$ cat src/rtl/median_ctrl.sv
// Sequencing controller for the N-register compare-exchange median datapath.
// Counts the pixel burst, then steps BYP through compare passes and max-drops.
module median_ctrl #(
  parameter int NUM_REGISTERS = 9
) (
  input  logic       i_clk,
  input  logic       i_rst,
  input  logic       i_dsi,
  output logic       o_byp,
  output logic       o_dso,
  output logic       o_busy,
  output logic [1:0] o_state
);

  localparam int PASS_LEN = NUM_REGISTERS - 1;
  localparam int DROPS    = (NUM_REGISTERS - 1) / 2;
  localparam int CNT_W    = $clog2(NUM_REGISTERS);
  localparam int IDX_W    = $clog2(DROPS + 1);

  localparam logic [CNT_W-1:0] LCNT_LAST = CNT_W'(NUM_REGISTERS - 1);
  localparam logic [CNT_W-1:0] CNT_LAST  = CNT_W'(PASS_LEN - 1);
  localparam logic [IDX_W-1:0] IDX_DROPS = IDX_W'(DROPS);

  typedef enum logic [1:0] {
    S_IDLE = 2'd0,
    S_PASS = 2'd1,
    S_DROP = 2'd2,
    S_DONE = 2'd3
  } state_t;

  state_t           r_state;
  logic [CNT_W-1:0] r_lcnt;
  logic [CNT_W-1:0] r_cnt;
  logic [IDX_W-1:0] r_pass_idx;

  state_t           w_state_nxt;
  logic [CNT_W-1:0] w_lcnt_nxt;
  logic [CNT_W-1:0] w_cnt_nxt;
  logic [IDX_W-1:0] w_pass_idx_nxt;

  always_ff @(posedge i_clk) begin
    if (i_rst) begin
      r_state    <= S_IDLE;
      r_lcnt     <= '0;
      r_cnt      <= '0;
      r_pass_idx <= '0;
    end else begin
      r_state    <= w_state_nxt;
      r_lcnt     <= w_lcnt_nxt;
      r_cnt      <= w_cnt_nxt;
      r_pass_idx <= w_pass_idx_nxt;
    end
  end

  always_comb begin
    w_state_nxt    = r_state;
    w_lcnt_nxt     = r_lcnt;
    w_cnt_nxt      = r_cnt;
    w_pass_idx_nxt = r_pass_idx;
    case (r_state)
      S_IDLE: begin
        // Any gap in the strobe aborts a partial window.
        if (i_dsi) begin
          if (r_lcnt == LCNT_LAST) begin
            w_state_nxt    = S_PASS;
            w_lcnt_nxt     = '0;
            w_cnt_nxt      = '0;
            w_pass_idx_nxt = '0;
          end else begin
            w_lcnt_nxt = r_lcnt + 1'b1;
          end
        end else begin
          w_lcnt_nxt = '0;
        end
      end
      S_PASS: begin
        if (r_cnt == CNT_LAST) begin
          w_cnt_nxt   = '0;
          w_state_nxt = (r_pass_idx < IDX_DROPS) ? S_DROP : S_DONE;
        end else begin
          w_cnt_nxt = r_cnt + 1'b1;
        end
      end
      S_DROP: begin
        w_pass_idx_nxt = r_pass_idx + 1'b1;
        w_cnt_nxt      = '0;
        w_state_nxt    = S_PASS;
      end
      S_DONE: begin
        w_state_nxt = S_IDLE;
      end
      default: begin
        w_state_nxt = S_IDLE;
      end
    endcase
  end

  // Moore outputs decoded straight from the state register.
  assign o_byp   = (r_state != S_PASS);
  assign o_dso   = (r_state == S_DONE);
  assign o_busy  = (r_state != S_IDLE);
  assign o_state = r_state;

endmodule

$ cat config.mk
export PLATFORM = sky130hd
export DESIGN_NAME = median_ctrl
export DESIGN_NICKNAME = d
export VERILOG_FILES = /design/src/rtl/median_ctrl.sv
export SDC_FILE = /design/constraint.sdc
export NUM_CORES = 1
export LEC_CHECK = 0
export BUFFER_PORTS_ARGS = -buffer_cell sky130_fd_sc_hd__buf_2
export CAP_MARGIN = 20
export CORE_AREA = 2 2 49 51
export CTS_CLUSTER_SIZE = 30
export DETAILED_ROUTE_END_ITERATION = 16
export DIE_AREA = 0 0 51 53
export SLEW_MARGIN = 20
export SYNTH_ARGS = -nofsm -noshare
export SYNTH_HDL_FRONTEND = slang
export SYNTH_SLANG_ARGS = --single-unit
$ cat constraint.sdc
create_clock -name i_clk -period 1.74 [get_ports i_clk]
set_clock_uncertainty 0.05 [all_clocks]
set_input_delay 0.522 -clock i_clk [delete_from_list [all_inputs] [get_ports i_clk]]
set_output_delay 0.522 -clock i_clk [all_outputs]
set_load 0.02 [all_outputs]
* Yosys cells after proc, flatten, opt, wreduce, memory -nomap -nowiden
Index checks and enable logic that the tools add are counted.
** Storage, ports and cells
- Flip-flop bits (word level) :: 13
- Bits in latches :: 0
- Memory bits (writable) :: 0
- Memory bits (read-only) :: 0
- Bits of input ports :: 3
- Output and inout port bits :: 5
- Word-level logic and storage cells :: 38
- Memories kept :: 0
** Cells by class
- $add $sub $neg :: 3
- Multiply operators :: 0
- Divide/modulo/power cells :: 0
- Magnitude comparators :: 1
- Equal/unequal tests :: 9
- Shift operators :: 0
- Multiplexer cells :: 14
- Bitwise operators :: 0
- Reductions and logical operators :: 7
** Operators with widths (number)
- $mux 4 :: 5
- $pmux 4 s3 :: 1
- $reduce_and 3->1 :: 3
- $add 4x1->4 const B :: 2
- $pmux 2 s4 :: 1
- $mux 2 :: 3
- $mux 3 :: 2
- $ne 2x2->1 const B :: 3
- $pmux 3 s2 :: 1
- $eq 2x2->1 const B :: 2
- $eq 4x3->1 const B :: 1
- $eq 4x4->1 const B :: 1
- $reduce_bool 2->1 :: 2
- $add 3x1->3 const B :: 1
- $lt 3x3->1 const B :: 1
- $reduce_bool 3->1 :: 1
- $eq 2x1->1 const B :: 1
- $logic_not 2->1 :: 1
- $ne 2x1->1 const B :: 1
- $mux 1 :: 1

* Longest topological paths before layout
- Depth in word-level cells :: 4
- Mapped depth :: 6
- Depth with buffers taken out :: 5

* Least setup slack after synthesis
Ideal clock, no wire load.
- Path kind :: register to output
- From :: reg r_state[0] (netlist: o_state[0])
- To :: out o_busy
- Arrival time :: 1.064 ns
- Required time :: 1.168 ns
- Slack :: 0.104 ns
- Stages on the path, launching flop included :: 4
- Buffers on the path :: 0
- Cells stage by stage :: dfxtp_1 -> inv_1 -> ha_1 -> inv_1
** Between the ends
- Cells in the longest elaborated chain, start to end :: 1
** RTL lines
- start: declaration :: line 31 : state_t r_state;
- start signal: assignment :: line 48 : r_state <= w_state_nxt;
- $reduce_bool 2->1 :: line 101 : assign o_busy = (r_state != S_IDLE);
- end: declaration :: line 11 : output logic o_busy,
No other way between the ends.

* Worst setup path in the final report
- From :: reg r_state[0] (netlist: o_state[0])
- To :: out o_dso
** Between the ends
- Cells in the longest elaborated chain, start to end :: 1
** RTL lines
- $eq 2x2->1 :: line 100 : assign o_dso = (r_state == S_DONE);
- end: declaration :: line 10 : output logic o_dso,
No other way between the ends.

==> impl_results.md <==
- Run status: completed
- DP HPWL: 1190 um
- NumNets Final: 127
- Cells along the critical path: buf_4 > ha_1 > buf_2
- # setup viols final: 0
- Max Root-Sink Buffers: 2
- Crit start category: flip-flop
- Drt total wl: about 1800 um
- Fillcell total: ~210
- Row count: 17
- P_leak: approximately 0.42 nW
- Vias: 767
- Largest net degree at the start of global routing: 14
- Synth cell types: 34
- Mux cell area share after synthesis: 0.0595
- Die span in x: slightly above 50 um
- GR Util All Layers: 0.159
- Final core utilization: 0.478
- Post-route cell area: slightly above 1000 um^2
- Commonest non-fill, non-tap cell in the layout: nand2_1
- Worst Setup Path Type: reg -> out
- Top cell type's share of synthesized area: 0.310
- Post-Synth Adder-Cell Area: 0.134
- Post-synthesis xor/xnor area fraction: 0
- Min-delay src: r_pass_idx[1]
- Max_slew headroom: 0.743
- Initial drt markers: 22
- Post-Synth Simple-Gate Area: 0.299
- Worst path max stage delay: roughly 0.37 ns
- First-pass GRT wire length: between 3000 and 4000 um
- Remaining Overflow, GRT: 0
- IO Pins: 8
- Maximum vdd drop: ~560 uV
- Total core area: between 2000 and 2500 um^2
- Worst Reg-to-Reg Cells: 6
- Clock transition at path regs: ~0.08 ns
- Commonest cells after routing, fill and taps aside: nand2_1 (12), dfxtp_1 (11), buf_4 (10)
- Reg2reg end: r_cnt[3]
- Port bufs: 7
- Syn Nets: 109
- Worst-Margin Slew: 0.385 ns
- Antenna violations before repair: 0
- Synth area leaders: dfxtp_1 (31%), ha_1 (13%), mux2i_1 (6.0%)
- Register area share after synthesis: 0.310
- # diodes: 0
- Synth area leader: dfxtp_1
- CP max stage cell: dfxtp_4
- Primary FF master, synth: dfxtp_1
- Hold Fails Final Rpt: 0
- Crit path max fanout: 3
- Fmax: between 500 and 600 MHz
- Clk root buf: clkbuf_4
- Flop-to-flop setup slack: around 0.17 ns
- TritonCTS clock tree: built
- DR pass1 iterations: 4
- DP Area: 918 um^2
- Clk sink count: 13
- CP arrival: 1.14 ns
- Area grow syn2layout: 22.0%
- Vias/cell: roughly 5.4
- Final Max Slew Viols: 0
- CTS buffer count: 3
- Initial core utilization: 0.391
- Post-route ant nets: 0
- Worst-skew pair later-pin latency: 0.28 ns
- Share of cells above drive strength 1: 0.246
- RD Place Congestion: about 0.71
- Tmin final: roughly 1.7 ns
- Vias in the first global route: about 720
- RSZ-0062 raised after global routing: true
- Warnings from Yosys: 0
- Final period util: 0.986
- CTS H-tree depth: 1
- Tightest Hold Check Type: reg -> reg
- Post-synth EDFFs: 0
- Max Cap Viol: 0
- Worst Setup End Kind: output port
- Per-cell routed wire length: 12.5 um
- #FFs+latches synth: 13
- Pwr Total: ~800 uW
- Die extent in y: roughly 53 um
- Cells after synthesis: 97
- Synth Area per Inst: between 8 and 9 um^2
- Worst Path Required: around 1.2 ns
- Worst Hold Depth: 2
- Post-CTS Hold Fix Bufs: 0
- Power Density: just under 800 nW/um^2
- Post-route DRC violation count: 0
- Final hold slack: around 0.43 ns
- Reg-to-Reg Start: o_state[1]
- Die area: 2700 um^2
- Compound-cell area share of the yosys netlist: 0.135
- Largest family of logic cells by synthesized area: simple AND/OR/NAND/NOR gates
- Synth async-reset ratio: 0
- Post-Syn Area: between 800 and 900 um^2
- Hold EP: r_pass_idx[1]
## cells in the mapped netlist, drive strengths merged, types with 2 or more instances
| cell type | number |
|---|---|
| dfxtp | 13 |
| nand2 | 12 |
| ha | 9 |
| inv | 8 |
| nand3 | 6 |
| mux2i | 5 |
| a21oi | 4 |
| nor2 | 4 |
| nand4b | 3 |
| nor2b | 3 |
| and3 | 2 |
| clkbuf | 2 |
| nand2b | 2 |
| nand3b | 2 |
| nand4 | 2 |
| nor4bb | 2 |
| o2bb2ai | 2 |
| o32ai | 2 |
## layout make-up
class,instances,area (um^2),share of cell area
multi-input cells,73,553,0.539
inverters,8,32.5,0.0317
clock buffers,4,26.3,0.0256
well taps,28,35.0,0.0341
flip-flops and latches,13,268,0.261
repair buffers,16,111,0.109
## sequential cells by signal (all words and copies together), names as in the netlist
name        flops
r_cnt           4
o_state         2
r_pass_idx      3
r_lcnt          4
## per-layer routing
metal	track usage	vias up	wire length (um)	share of wire
li1	-	392	-	-
met3	0.0508	2	78	0.044
met4	0.0586	0	14	0.0079
met5	0	-	0	0
met2	0.271	16	833	0.47
met1	0.185	357	855	0.48
## how the worst max path moves through the flow
stage,start,cells after the start,end,slack (ns)
final,o_state[0],3,o_dso,0.02
after global placement,i_rst,4,r_pass_idx[2],0.13
after CTS,o_state[1],4,o_byp,-0.002
after global routing,o_state[0],3,o_dso,-0.03
after floorplan,o_state[0],3,o_busy,0.10
after detailed placement,o_state[1],5,r_cnt[3],0.10
## cell families (layout without fill, tap and decap cells)
family | count (synthesis) | after routing
adder cells (fa/ha/maj) | 9 | 9
flip-flops | 13 | 13
multiplexers | 5 | 5
AND/OR/NAND/NOR | 43 | 43
AO/OA/AOI/OAI | 16 | 16
buffers and inverters | 11 | 28
## stage by stage
step,TNS (ns),instances,setup slack [ns]
floorplan,0,97,0.104
global placement,0,133,0.132
detailed placement,0,133,0.103
CTS,-0.00223,139,-0.00223
global route,-0.0295,142,-0.0295
finish,0,142,0.0244
## worst max-delay path, delay by kind of cell (launching register included)
family / cells / cell delay, ns
buffers and inverters: 2 / 0.30
adders and majority gates: 1 / 0.20
DFF: 1 / 0.37
## report_power, final
part / switching (mW) / internal, mW / leakage (nW) / total [mW]
logic: 0.145 / 0.140 / 0.297 / 0.285
clock network: 0.103 / 0.0890 / 0.0150 / 0.192
registers: 0.0136 / 0.309 / 0.107 / 0.323
total: 0.262 / 0.538 / 0.419 / 0.800
## what timing repair did
action | CTS | global route
gates resized for setup | 9 | 6
buffers inserted | 2 | 3
cloned | 0 | 0
endpoints found under the setup margin | 2 | 3
pin swaps | 0 | 2
Note: power is estimated with default switching activity, not from simulation.
